## config.mk

```make
export PLATFORM = sky130hd
export DESIGN_NAME = mem_port_arbiter
export DESIGN_NICKNAME = d
export VERILOG_FILES = /design/src/rtl/mem_port_arbiter.sv
export SDC_FILE = /design/constraint.sdc
export NUM_CORES = 1
export LEC_CHECK = 0
export ABC_AREA = 1
export CAP_MARGIN = 20
export CORE_ASPECT_RATIO = 1.4
export CORE_MARGIN = 8
export CORE_UTILIZATION = 45
export DETAILED_ROUTE_END_ITERATION = 8
export DONT_BUFFER_PORTS = 1
export GPL_TIMING_DRIVEN = 0
export PLACE_DENSITY = 0.69
export SYNTH_ARGS = -nofsm -noshare
export SYNTH_HDL_FRONTEND = slang
export SYNTH_SLANG_ARGS = --single-unit
```

## constraint.sdc

```tcl
create_clock -name clk -period 2.7 [get_ports clk]
set_input_delay 0.54 -clock clk [delete_from_list [all_inputs] [get_ports clk]]
set_output_delay 0.54 -clock clk [all_outputs]
set_load 0.01 [all_outputs]
```

## src/rtl/mem_port_arbiter.sv

```systemverilog
// Round-robin arbiter sharing one memory port between fetch (read-only) and load/store.
// One transaction in flight; registered outputs; timeout turns a silent memory into an error response.
module mem_port_arbiter #(
    parameter int MEM_DEPTH  = 8,
    parameter int DATA_WIDTH = 32,
    parameter int TIMEOUT    = 16,
    localparam int ADDR_WIDTH = $clog2(MEM_DEPTH)
) (
    input  logic                  clk,
    input  logic                  reset,
    input  logic                  i_req,
    input  logic [ADDR_WIDTH-1:0] i_addr,
    output logic [DATA_WIDTH-1:0] i_rdata,
    output logic                  i_resp_valid,
    output logic                  i_err,
    input  logic                  d_req,
    input  logic                  d_we,
    input  logic [ADDR_WIDTH-1:0] d_addr,
    input  logic [DATA_WIDTH-1:0] d_wdata,
    output logic [DATA_WIDTH-1:0] d_rdata,
    output logic                  d_resp_valid,
    output logic                  d_err,
    output logic                  mem_req_valid,
    output logic                  mem_we,
    output logic [ADDR_WIDTH-1:0] mem_addr,
    output logic [DATA_WIDTH-1:0] mem_wdata,
    input  logic [DATA_WIDTH-1:0] mem_rdata,
    input  logic                  mem_data_valid,
    output logic                  busy,
    output logic                  owner
);
    localparam int CW = $clog2(TIMEOUT);
    localparam logic [CW-1:0] TO_LAST = CW'(TIMEOUT - 1);

    typedef enum logic [1:0] {IDLE, REQ, RESP} state_e;

    state_e                  state_q, state_d;
    logic [CW-1:0]           cnt_q, cnt_d;
    logic                    owner_q, owner_d;
    logic                    last_owner_q, last_owner_d;
    logic [ADDR_WIDTH-1:0]   mem_addr_q, mem_addr_d;
    logic [DATA_WIDTH-1:0]   mem_wdata_q, mem_wdata_d;
    logic                    mem_we_q, mem_we_d;
    logic                    mem_req_valid_q, mem_req_valid_d;
    logic                    busy_q, busy_d;
    logic [DATA_WIDTH-1:0]   i_rdata_q, i_rdata_d, d_rdata_q, d_rdata_d;
    logic                    i_err_q, i_err_d, d_err_q, d_err_d;
    logic                    i_resp_q, i_resp_d, d_resp_q, d_resp_d;

    logic any_req, grant_data, timeout_hit;

    assign any_req     = i_req | d_req;
    // On a tie the port that did not win last time gets the grant.
    assign grant_data  = d_req & (~i_req | ~last_owner_q);
    assign timeout_hit = (cnt_q == TO_LAST);

    always_ff @(posedge clk) begin
        if (reset) begin
            state_q         <= IDLE;
            cnt_q           <= '0;
            owner_q         <= 1'b0;
            last_owner_q    <= 1'b1;
            mem_addr_q      <= '0;
            mem_wdata_q     <= '0;
            mem_we_q        <= 1'b0;
            mem_req_valid_q <= 1'b0;
            busy_q          <= 1'b0;
            i_rdata_q       <= '0;
            d_rdata_q       <= '0;
            i_err_q         <= 1'b0;
            d_err_q         <= 1'b0;
            i_resp_q        <= 1'b0;
            d_resp_q        <= 1'b0;
        end else begin
            state_q         <= state_d;
            cnt_q           <= cnt_d;
            owner_q         <= owner_d;
            last_owner_q    <= last_owner_d;
            mem_addr_q      <= mem_addr_d;
            mem_wdata_q     <= mem_wdata_d;
            mem_we_q        <= mem_we_d;
            mem_req_valid_q <= mem_req_valid_d;
            busy_q          <= busy_d;
            i_rdata_q       <= i_rdata_d;
            d_rdata_q       <= d_rdata_d;
            i_err_q         <= i_err_d;
            d_err_q         <= d_err_d;
            i_resp_q        <= i_resp_d;
            d_resp_q        <= d_resp_d;
        end
    end

    always_comb begin
        state_d = state_q;
        unique case (state_q)
            IDLE:    if (any_req) state_d = REQ;
            REQ:     if (mem_data_valid || timeout_hit) state_d = RESP;
            RESP:    state_d = IDLE;
            default: state_d = IDLE;
        endcase
    end

    // Outputs are computed one cycle ahead so every port comes straight from a flop.
    always_comb begin
        cnt_d           = '0;
        owner_d         = owner_q;
        last_owner_d    = last_owner_q;
        mem_addr_d      = mem_addr_q;
        mem_wdata_d     = mem_wdata_q;
        mem_we_d        = 1'b0;
        mem_req_valid_d = 1'b0;
        busy_d          = 1'b0;
        i_rdata_d       = i_rdata_q;
        d_rdata_d       = d_rdata_q;
        i_err_d         = i_err_q;
        d_err_d         = d_err_q;
        i_resp_d        = 1'b0;
        d_resp_d        = 1'b0;
        unique case (state_q)
            IDLE: begin
                if (any_req) begin
                    owner_d         = grant_data;
                    last_owner_d    = grant_data;
                    mem_addr_d      = grant_data ? d_addr : i_addr;
                    mem_we_d        = grant_data & d_we;
                    if (grant_data) mem_wdata_d = d_wdata;
                    mem_req_valid_d = 1'b1;
                    busy_d          = 1'b1;
                end
            end
            REQ: begin
                busy_d = 1'b1;
                if (mem_data_valid || timeout_hit) begin
                    if (owner_q) begin
                        d_resp_d = 1'b1;
                        d_err_d  = ~mem_data_valid;
                        if (!mem_data_valid) d_rdata_d = '0;
                        else if (!mem_we_q)  d_rdata_d = mem_rdata;
                    end else begin
                        i_resp_d = 1'b1;
                        i_err_d  = ~mem_data_valid;
                        i_rdata_d = mem_data_valid ? mem_rdata : '0;
                    end
                end else begin
                    mem_req_valid_d = 1'b1;
                    mem_we_d        = mem_we_q;
                    cnt_d           = cnt_q + 1'b1;
                end
            end
            default: ;
        endcase
    end

    assign i_rdata       = i_rdata_q;
    assign i_resp_valid  = i_resp_q;
    assign i_err         = i_err_q;
    assign d_rdata       = d_rdata_q;
    assign d_resp_valid  = d_resp_q;
    assign d_err         = d_err_q;
    assign mem_req_valid = mem_req_valid_q;
    assign mem_we        = mem_we_q;
    assign mem_addr      = mem_addr_q;
    assign mem_wdata     = mem_wdata_q;
    assign busy          = busy_q;
    assign owner         = owner_q;
endmodule

```

[After elaboration in Yosys (flattened, before gate mapping)]
Index checks and enable logic that the tools add are counted.
Storage, ports and cells
  logic and storage cells: 57
  bits in read-only memories: 0
  output and inout bits: 107
  memory bits (writable): 0
  bits in registers: 114
  latch bits: 0
  memories kept: 0
Operators by class
  add/subtract/negate cells: 1
  shifts and indexed selects: 0
  reductions and logical operators: 10
  equality and inequality tests: 5
  divide/modulo/power cells: 0
  $mul: 0
  order comparisons: 0
  bitwise logic cells: 10
  muxes and demuxes: 16
Operators with widths (count)
  32-bit two-way mux: 3
  3-bit AND reduction: 3
  1-bit two-way mux: 6
  2-bit != test, second input constant: 3
  1-bit NOT: 6
  1-bit one-hot mux with 2 select lines: 3
  3-bit OR reduction: 2
  4-bit by 1-bit adder with 4-bit output, second input constant: 1
  4-bit == test, second input constant: 1
  2-bit two-way mux: 2
  2-bit one-hot mux with 2 select lines: 1
  2-bit AND reduction: 2
  4-bit AND reduction: 1
  3-bit two-way mux: 1
  1-bit bitwise AND: 2
  2-bit by 1-bit == test with 1-bit output, second input constant: 1
  2-bit zero test: 1
  1-bit OR: 2
  1-bit logical OR: 1

[Longest topological paths before layout]
Gate-level depths: netlist of the first run.
  depth in word-level cells: 6
  depth in mapped cells: 9
  gate-level depth less buffers: 7

[Worst setup path after synthesis of the first run]
OpenSTA, ideal clock, no wires.
  path type: input -> register
  from: input mem_data_valid
  to: register d_rdata_q[12] (netlist: d_rdata[12])
  stages on the path: 7
  setup slack: 1137 ps
  required time: 2587 ps
  data arrival time: 1451 ps
  cells stage by stage: buf_4 a21oi_4 nand3_2 buf_6 buf_2 nor2_1 nor2_1
Between the ends
  word-level cells in the longest chain between the ends: 2
  elaborated cells on any way between the ends: 4
  those cells by class: eq/ne: 1; mux: 1; reduce/logical: 2
Ends and longest elaborated chain
  start: declaration: RTL line 28  | input logic mem_data_valid,
  2-bit != test (no line) or 1-bit logical OR (tied branches)
  4-bit AND reduction (no line)
  end signal: assignment: RTL line 85  | d_rdata_q <= d_rdata_d;
  end: declaration: RTL line 46  | logic [DATA_WIDTH-1:0] i_rdata_q, i_rdata_d, d_rdata_q, d_rdata_d;
Several ways; a longest one is shown, not always the timed one.
A chain may end at the register's enable or synchronous reset.

[Final worst setup path of the first run]
  from: register owner_q (netlist: owner)
  to: register d_rdata_q[22] (netlist: d_rdata[22])
Between the ends
  word-level cells in the longest chain between the ends: 1
Ends and longest elaborated chain
  start: declaration: RTL line 39  | logic owner_q, owner_d;
  start signal: assignment: RTL line 77  | owner_q <= owner_d;
  4-bit AND reduction (no line)
Every way passes these cells.

==> out/metrics.csv, run 1 <==
stage,metric,value,unit
die,initial cell density of the core,0.463,
worst_setup_path,Worst setup endpoint,d_rdata[22],
die,core area,0.0104,mm²
worst_setup_path,worst r2r src,owner,
place,Buffers on Ports,0,
status,status,completed,
cts,root buffer cell,clkbuf_16,
route,DRC viols,0,
route,final WL,14.0,mm
layout,ant diodes,0,
worst_setup_path,worst path required time,3010,ps
pwr,Pleak,2.83,nW
place,Final GP Congestion,0.895,
place,dpl hpwl,10.7,mm
worst_setup_path,Worst EP arrival,2000,ps
die,I/O pin cnt,183,
timing,final setup TNS,0,ps
flow_run,# Max-Cap Violations,0,
cts,clk sink count,114,
route,post-DR vias/cell,4.89,
worst_setup_path,critical path type,flip-flop to flip-flop,
route,met2 WL,6.83,mm
timing,min cycle time layout,1690,ps
synth,Synth Cell Area,0.00481,mm²
route,Max Used Layer,met4,
layout,area grow syn2layout,16.5,%
pwr,VDD IR max,496,µV
route,antenna-violating nets left,0,
route,DRT iter0 DRCs,166,
timing,Worst Slack Setup Final,1010,ps
grt,GRT Overall Usage,0.195,
pwr,total power,0.00470,W
layout,Filler cells,1021,
worst_hold_path,HP Class,input port to flip-flop,
cts,CTS H-tree lvls,4,
cts,Post-CTS Setup Inserts,0,
synth,"Distinct cells, synth",20,
route,via count,4370,
layout,share of cells above drive strength 1,0.0742,
timing,endpoints failing setup,0,
timing,slew at the pin closest to its max-slew limit,571,ps
grt,number of global-route vias before repair,4274,
timing,Tcrit/Tclk final,0.628,
cts,Worst-Skew Late Latency,410,ps
timing,Peak Freq,590,MHz
place,Post-Place Setup Slack,743,ps
timing,Fin Hold WS,265,ps
route,routed length per placed instance,15.6,µm
grt,total gr overflow,0,
worst_setup_path,cells on worst reg2reg path,6,
cts,hold buffers post-CTS,0,
timing,clk_skew,6.05,ps
cts,"Clk pin slew, worst setup/hold paths",60,ps
pwr,Power Density,839,mW/mm²
layout,Multi-input gate area,0.00186,mm²
layout,"commonest non-fill, non-tap cell in the layout",nand2_1,
grt,initial antenna violation count,0,
die,site row count,44,
cts,CTS tree,built,
timing,final max-slew violation count,0,
worst_setup_path,"Max FO, Critical Path",10,
worst_setup_path,crit path capture type,flip-flop,
timing,Max-slew headroom,0.619,
cts,total CTS buffers,17,
layout,final net count,819,
synth,total number of yosys warnings,0,
synth,"flops & latches, synth",114,
layout,fin util,0.539,
worst_setup_path,startpoint types,flip-flop,
route,WL met3,1.67,mm
die,die width,103,µm
layout,FF+latch area,0.00228,mm²
timing,unrepaired setup endpoints after global routing,false,
synth,Synth Instances,723,
route,wire length on met1,4.98,mm
die,Die Ht,138,µm
worst_setup_path,CP startpoint,owner,
synth,syn nets,800,
worst_setup_path,reg2reg end,d_rdata[22],
cts,PostCTS Resize Cnt,0,
die,full die area,0.0143,mm²
route,First-pass DRT Iterations,5,
cts,Max Root-Sink Buffers,2,
synth,register area share after synthesis,0.474,
layout,most frequent cells in the layout,"172 x nand2_1, 171 x nor2_1, 123 x inv_1, 114 x dfxtp_1, 38 x o21ai_0",
grt,largest net degree at the start of global routing,17,
timing,Final Hold Fails,0,
worst_setup_path,Reg2Reg Setup Slack,1010,ps
synth,Synth Area per Inst,6.66,µm²
grt,first-pass GRT wire length,21.6,mm
## worst max-delay path, stage by stage (launching register included)
cell	delay (ps)
dfxtp_1	520
inv_2	100
a21oi_4	260
clkbuf_1	400
nand4_1	180
nand2_1	90
nor2_1	40
## cell usage after synthesis, drive strengths merged
cell type,n,area share
ha,1,0.0026
nor2,173,0.14
xor2,1,0.0018
o21ai,38,0.040
nand3,12,0.014
nand4,36,0.047
clkbuf,24,0.019
inv,125,0.097
nand2,172,0.13
xnor2,1,0.0018
buf,19,0.024
dfxtp,114,0.47
a21oi,7,0.0096
## worst min-delay path by stage
| stage | from | end | slack [ps] | cells past startpoint |
|---|---|---|---|---|
| after floorplan | cnt_q[0] | cnt_q[0] | 420 | 1 |
| after global placement | cnt_q[0] | cnt_q[0] | 430 | 1 |
| after detailed placement | cnt_q[0] | cnt_q[0] | 440 | 1 |
| after CTS | d_wdata[24] | mem_wdata[24] | 260 | 2 |
| after global routing | d_wdata[21] | mem_wdata[21] | 260 | 2 |
| final | d_wdata[29] | mem_wdata[29] | 270 | 2 |
## stage by stage
step	instance area (µm²)	std cells
after floorplan	4810	723
after detailed placement	4990	861
final	5610	893
after global placement	4990	861
after CTS	5610	893
after global routing	5610	893
## sequential cells by signal, indices dropped and copies added (netlist names)
| name | flops |
|---|---|
| busy | 1 |
| cnt_q | 4 |
| d_err | 1 |
| d_rdata | 32 |
| d_resp_valid | 1 |
| i_err | 1 |
| i_rdata | 32 |
| i_resp_valid | 1 |
| last_owner_q | 1 |
| mem_addr | 3 |
| mem_req_valid | 1 |
| mem_wdata | 32 |
| mem_we | 1 |
| owner | 1 |
| state_q | 2 |
## report_power, final
part | total (W) | internal (W) | switching, W
sequential | 0.00195 | 0.00181 | 0.000144
combinational | 0.000434 | 0.000135 | 0.000299
clock | 0.00232 | 0.00152 | 0.000796
## cell families (layout without fill, tap and decap cells)
family	after synthesis	after routing	share of synthesized area
AO/OA/AOI/OAI	45	45	0.0491
flip-flops	114	114	0.474
buffers and inverters	168	200	0.140
XOR/XNOR	2	2	0.00364
adder cells (fa/ha/maj)	1	1	0.00260
AND/OR/NAND/NOR	393	393	0.330
## routing by layer
metal	GRT usage	vias up
met1	0.194	1937
li1	-	2196
met4	0.0941	0
met2	0.328	199
met3	0.0940	38
met5	0	-
## layout make-up
type | instances | area share
inverter | 125 | 0.0837
sequential | 114 | 0.407
buffer | 43 | 0.0366
clock buffer | 20 | 0.0832
tap | 138 | 0.0308
clock inverter | 12 | 0.0277
multi-input combinational | 441 | 0.331
Power figures use the tool's default switching activity.
==> inputs of run 2 (changes only) <==
==> constraint.sdc (replaced) <==
create_clock -name clk -period 1.6 [get_ports clk]
set_input_delay 0.32 -clock clk [delete_from_list [all_inputs] [get_ports clk]]
set_output_delay 0.32 -clock clk [all_outputs]
set_load 0.01 [all_outputs]
==> run 2 against run 1 <==
  * Sequential power rose by 69%
  * Die area unchanged
  * Power is 69% higher
  * Global-route usage unchanged
  * Register-to-register slack lost 910 ps
  * Highest routed layer unchanged
  * Via count rose by 0.34%
  * Critical path depth is 2 higher
  * Maximum frequency grew 13%
  * Worst setup slack got worse by 910 ps
==> out/metrics.csv, run 2 (synthesized netlist as in run 1, its figures left out) <==
stage,metric,value,unit,change
grt,largest net degree at the start of global routing,17,,unchanged
worst_setup_path,CP Cell Sequence,"ha_2, nand3_1, nand2_2, clkbuf_4, clkbuf_4, nand4_1, nand2_1, nor2_1",,
worst_hold_path,HP Class,input port to flip-flop,,
timing,clk_skew,7.81,ps,+1.77 ps
place,Buffers on Ports,0,,unchanged
cts,hold buffers post-CTS,0,,unchanged
place,Final GP Congestion,0.895,,unchanged
timing,Peak Freq,665,MHz,+13%
timing,endpoints failing setup,0,,unchanged
worst_setup_path,Worst EP arrival,1810,ps,-190 ps
layout,final net count,821,,+0.24%
route,post-DR vias/cell,4.90,,+0.12%
route,via count,4385,,+0.34%
layout,fin util,0.545,,+0.00565
pwr,Pleak,2.86,nW,+1.3%
layout,most frequent cells in the layout,"171 x nand2_1, 170 x nor2_1, 123 x inv_1, 112 x dfxtp_1, 38 x o21ai_0",,
worst_setup_path,crit path capture type,flip-flop,,
cts,root buffer cell,clkbuf_16,,
pwr,VDD IR max,842,µV,+70%
worst_setup_path,crit-path most repeated cell,clkbuf_4,,
grt,initial antenna violation count,0,,unchanged
layout,share of cells above drive strength 1,0.0925,,+0.0183
timing,final max-slew violation count,0,,unchanged
worst_setup_path,"CP delay by family, top",simple AND/OR/NAND/NOR gates,,
die,die width,103,µm,unchanged
route,First-pass DRT Iterations,4,,-1
timing,min cycle time layout,1500,ps,-190 ps
layout,area grow syn2layout,17.7,%,
cts,CTS H-tree lvls,4,,unchanged
grt,number of global-route vias before repair,4274,,unchanged
place,Post-Place Setup Slack,-137,ps,-880 ps
die,site row count,44,,unchanged
cts,Worst-Skew Late Latency,410,ps,about the same
cts,"Clk pin slew, worst setup/hold paths",60,ps,about the same
timing,Worst Slack Setup Final,95.9,ps,-910 ps
worst_setup_path,"slowest stage delay, CP",340,ps,-180 ps
status,status,completed,,
route,final WL,14.0,mm,+0.28%
place,dpl hpwl,10.7,mm,unchanged
route,routed length per placed instance,15.6,µm,about the same
layout,Non-Filler Instances,895,,+0.22%
layout,ant diodes,0,,unchanged
grt,first-pass GRT wire length,21.6,mm,unchanged
die,Die Ht,138,µm,unchanged
layout,"commonest non-fill, non-tap cell in the layout",nand2_1,,
worst_setup_path,"Max FO, Critical Path",10,,unchanged
cts,Max Root-Sink Buffers,2,,unchanged
timing,Final Hold Fails,0,,unchanged
worst_setup_path,critical path type,flip-flop to flip-flop,,
die,I/O pin cnt,183,,unchanged
timing,slew at the pin closest to its max-slew limit,579,ps,+7.73 ps
cts,CTS tree,built,,
cts,clk sink count,114,,unchanged
timing,final setup TNS,0,ps,unchanged
cts,total CTS buffers,17,,unchanged
worst_setup_path,Critical-path top delay cell,dfxtp_1,,
grt,GRT Overall Usage,0.195,,unchanged
route,antenna-violating nets left,0,,unchanged
worst_setup_path,startpoint types,flip-flop,,
worst_setup_path,worst path required time,1910,ps,-1100 ps
flow_run,# Max-Cap Violations,0,,unchanged
timing,Max-slew headroom,0.614,,-0.00515
timing,Tcrit/Tclk final,0.940,,+0.313
pwr,Power Density,1410,mW/mm²,+68%
grt,total gr overflow,0,,unchanged
worst_setup_path,worst path buffer plus inverter count,2,,unchanged
route,DRC viols,0,,unchanged
die,full die area,0.0143,mm²,unchanged
route,DRT iter0 DRCs,205,,+23%
die,core area,0.0104,mm²,unchanged
place,placed insts,861,,unchanged
die,initial cell density of the core,0.463,,unchanged
timing,Fin Hold WS,40.5,ps,-225 ps
run 2: changes by cell type in the layout (fill, tap and decap cells not counted), sizes merged:
| cell | change |
|---|---|
| clkbuf | +2 |
run 2: layer usage:
metal	wire length, µm	vias up	GRT usage
met5	0	-	0
met4	398	0	0.0941
met3	1620	34	0.0940
met2	6930	203	0.328
met1	5050	1941	0.194
li1	-	2207	-
run 2: cell type report:
type	count	area, µm²
Fill cell	1024	4740
Sequential cell	114	2280
Multi-Input combinational cell	441	1870
Inverter	125	469
Clock buffer	20	467
Buffer	43	234
Tap cell	138	173
Clock inverter	12	155
Timing Repair Buffer	2	15.0
run 2: metrics by stage:
step / instance area [µm²] / total power (W)
3_3_place_gp: 4990 / 0.00405
3_5_place_dp: 4990 / 0.00408
2_1_floorplan: 4810 / 0.00386
6_report: 5670 / 0.00797
4_1_cts: 5620 / 0.00801
5_1_grt: 5670 / 0.00830
run 2: worst register-to-register path, delay by kind of cell (launching register included):
kind / cells / cell delay [ps]
AND/OR/NAND/NOR: 5 / 480
buffers and inverters: 2 / 410
adder cells (fa/ha/maj): 1 / 190
flip-flops: 1 / 340
run 2: path summary, 6_finish.rpt:
path / from / endpoint / slack (ps) / cells past startpoint
worst max-delay path: cnt_q[1] / d_rdata[22] / 100 / 8
worst min-delay path: d_wdata[29] / mem_wdata[29] / 40 / 2
worst max register to register: cnt_q[1] / d_rdata[22] / 100 / 8
worst min register to register: cnt_q[0] / cnt_q[0] / 420 / 1
run 2: report_power, final:
part	internal, W	switching [W]
sequential	0.00305	0.000245
clock	0.00257	0.00135
combinational	0.000244	0.000509
run 2: what timing repair did:
| item | CTS | global route |
|---|---|---|
| gates resized for setup | 7 | 18 |
| pin swaps | 0 | 0 |
| endpoints found under the setup margin | 34 | 57 |
| setup buffers | 0 | 2 |
==> inputs of run 3 (changes only) <==
--- a/config.mk
+++ b/config.mk
@@ -7,7 +7,7 @@
 export LEC_CHECK = 0
 export ABC_AREA = 1
 export CAP_MARGIN = 20
-export CORE_ASPECT_RATIO = 1.4
+export CORE_ASPECT_RATIO = 1.25
 export CORE_MARGIN = 8
 export CORE_UTILIZATION = 45
 export DETAILED_ROUTE_END_ITERATION = 8
==> run 3 against run 2 <==
  * Cell count down 0.56%
  * Design area down 0.79%
  * Combinational power about the same
  * Via count about the same
  * Die area down 0.18%
  * Non-clock buffer count up 1
  * Critical path depth unchanged
  * Maximum frequency down 1.5%
  * Sequential share of layout area up 0.30 points
  * Global-route usage up 0.051 points
  * Largest power group unchanged
  * Highest routed layer unchanged
==> out/metrics.csv, run 3 (synthesized netlist as in run 1, its figures left out) <==
stage,metric,value,unit,change
worst_setup_path,reg2reg end,d_rdata[19],,
route,routed length per placed instance,15.7,µm,+0.35%
layout,ant diodes,0,,unchanged
die,I/O pin cnt,183,,unchanged
worst_setup_path,Critical-path top delay cell,dfxtp_1,,
die,Die Ht,132,µm,-4.9%
worst_setup_path,startpoint types,flip-flop,,
grt,total gr overflow,0,,unchanged
grt,GRT Overall Usage,0.196,,+0.000507
pwr,Pleak,2.86,nW,-0.14%
route,DRC viols,0,,unchanged
worst_hold_path,HP Class,input port to flip-flop,,
route,via count,4388,,+0.068%
timing,Final Hold Fails,0,,unchanged
worst_setup_path,Critical Path Stages,8,,unchanged
worst_setup_path,CP startpoint,cnt_q[0],,
timing,Fin Hold WS,49.4,ps,+8.83 ps
die,core area,0.0105,mm²,+1.0%
die,full die area,0.0143,mm²,-0.18%
grt,number of global-route vias before repair,4324,,+1.2%
pwr,Power Density,1370,mW/mm²,-2.4%
place,Buffers on Ports,0,,unchanged
worst_setup_path,crit-path most repeated cell,nor2_1,,
worst_hold_path,hold depth,2,,unchanged
layout,fin util,0.535,,-0.00973
route,DRT iter0 DRCs,157,,-23%
timing,min cycle time layout,1530,ps,+23.6 ps
timing,Peak Freq,655,MHz,-1.5%
worst_setup_path,worst path required time,1900,ps,about the same
worst_setup_path,"CP delay by family, top",simple AND/OR/NAND/NOR gates,,
timing,Worst Slack Setup Final,72.3,ps,-23.6 ps
layout,final net count,822,,+0.12%
flow_run,# Max-Cap Violations,0,,unchanged
worst_setup_path,CP Cell Sequence,"ha_1, nand3_1, nand2_2, nand3_2, buf_6, buf_2, nor2_1, nor2_1",,
status,status,completed,,
die,initial cell density of the core,0.458,,-0.00463
pwr,total power,0.00772,W,-3.2%
cts,root buffer cell,clkbuf_16,,
grt,largest net degree at the start of global routing,17,,unchanged
layout,most frequent cells in the layout,"171 x nand2_1, 171 x nor2_1, 123 x inv_1, 113 x dfxtp_1, 38 x o21ai_0",,
worst_setup_path,Reg2Reg Setup Slack,70,ps,-20 ps
worst_setup_path,"Max FO, Critical Path",10,,unchanged
timing,unrepaired setup endpoints after global routing,true,,
worst_setup_path,cells on worst reg2reg path,8,,unchanged
worst_setup_path,critical path type,flip-flop to flip-flop,,
timing,slew at the pin closest to its max-slew limit,535,ps,-44.2 ps
worst_setup_path,worst path buffer plus inverter count,2,,unchanged
worst_setup_path,Worst EP arrival,1820,ps,about the same
cts,"Clk pin slew, worst setup/hold paths",50,ps,about the same
cts,clk sink count,114,,unchanged
route,antenna-violating nets left,0,,unchanged
timing,Max-slew headroom,0.643,,+0.0294
grt,initial antenna violation count,0,,unchanged
timing,Tcrit/Tclk final,0.955,,+0.0147
grt,first-pass GRT wire length,21.8,mm,+0.99%
cts,hold buffers post-CTS,0,,unchanged
layout,area grow syn2layout,16.8,%,
worst_setup_path,worst r2r src,cnt_q[0],,
cts,Max Root-Sink Buffers,2,,unchanged
timing,final max-slew violation count,0,,unchanged
timing,endpoints failing setup,0,,unchanged
place,Post-Place Setup Slack,-119,ps,+17.6 ps
layout,Non-Filler Instances,890,,-0.56%
place,Final GP Congestion,0.827,,-7.6%
cts,CTS H-tree lvls,4,,unchanged
cts,Worst-Skew Late Latency,410,ps,about the same
place,dpl hpwl,10.8,mm,+1.4%
die,die width,109,µm,+4.9%
route,First-pass DRT Iterations,4,,unchanged
cts,total CTS buffers,17,,unchanged
route,final WL,14.0,mm,-0.21%
cts,CTS tree,built,,
place,placed insts,855,,-0.70%
die,site row count,42,,-4.5%
worst_setup_path,Worst setup endpoint,d_rdata[19],,
pwr,VDD IR max,680,µV,-19%
layout,share of cells above drive strength 1,0.0858,,-0.00672
timing,clk_skew,6.09,ps,-1.72 ps
route,post-DR vias/cell,4.93,,+0.63%
worst_setup_path,crit path capture type,flip-flop,,
worst_setup_path,"slowest stage delay, CP",350,ps,about the same
run 3: cell types whose count changed in the layout (fill, tap and decap cells not counted), moves of 2 or more:
cell	change
nor2_2	-2
clkinv_2	+3
clkinvlp_4	-2
clkbuf_1	+3
run 3: area by class of cell:
cell class / instances / area (µm²)
timing repair buffer: 3 / 22.5
multi-input combinational: 441 / 1870
buffer: 43 / 230
sequential: 114 / 2280
fill: 1053 / 4890
clock inverter: 10 / 108
inverter: 125 / 469
tap: 132 / 165
clock buffer: 22 / 474
run 3: worst min path at each step:
stage,to,from,slack [ps]
finish,mem_wdata[21],d_wdata[21],50
global route,mem_wdata[17],d_wdata[17],40
CTS,mem_wdata[31],d_wdata[31],30
detailed placement,cnt_q[0],cnt_q[0],440
global placement,cnt_q[0],cnt_q[0],430
floorplan,cnt_q[0],cnt_q[0],420
run 3: worst reg2reg max path, cell delays in order (launching register included):
cell	delay [ps]
dfxtp_1	350
ha_1	200
nand3_1	120
nand2_2	120
nand3_2	90
buf_6	160
buf_2	190
nor2_1	140
nor2_1	60
run 3: metrics by stage:
step / setup TNS, ps / area [µm²]
4_1_cts: 0 / 5570
5_1_grt: -131 / 5620
3_5_place_dp: -2750 / 4980
3_3_place_gp: -1490 / 4980
6_report: 0 / 5620
2_1_floorplan: 0 / 4810
run 3: report_power, final:
part	total (W)	switching (W)	internal, W	leakage, nW
clock	0.00367	0.00128	0.00240	0.282
combinational	0.000750	0.000504	0.000246	1.64
sequential	0.00329	0.000246	0.00305	0.932
run 3: routing by layer:
layer / vias up / global-route usage / wire length [µm]
li1: 2202 / - / -
met1: 1946 / 0.184 / 4820
met2: 206 / 0.335 / 6930
met3: 34 / 0.0974 / 1750
met4: 0 / 0.107 / 473
met5: - / 0 / 0
run 3: repair_timing:
action / 4_1_cts / 5_1_grt
buffers inserted: 0 / 3
resized for setup: 5 / 17
endpoints found under the setup margin: 19 / 73
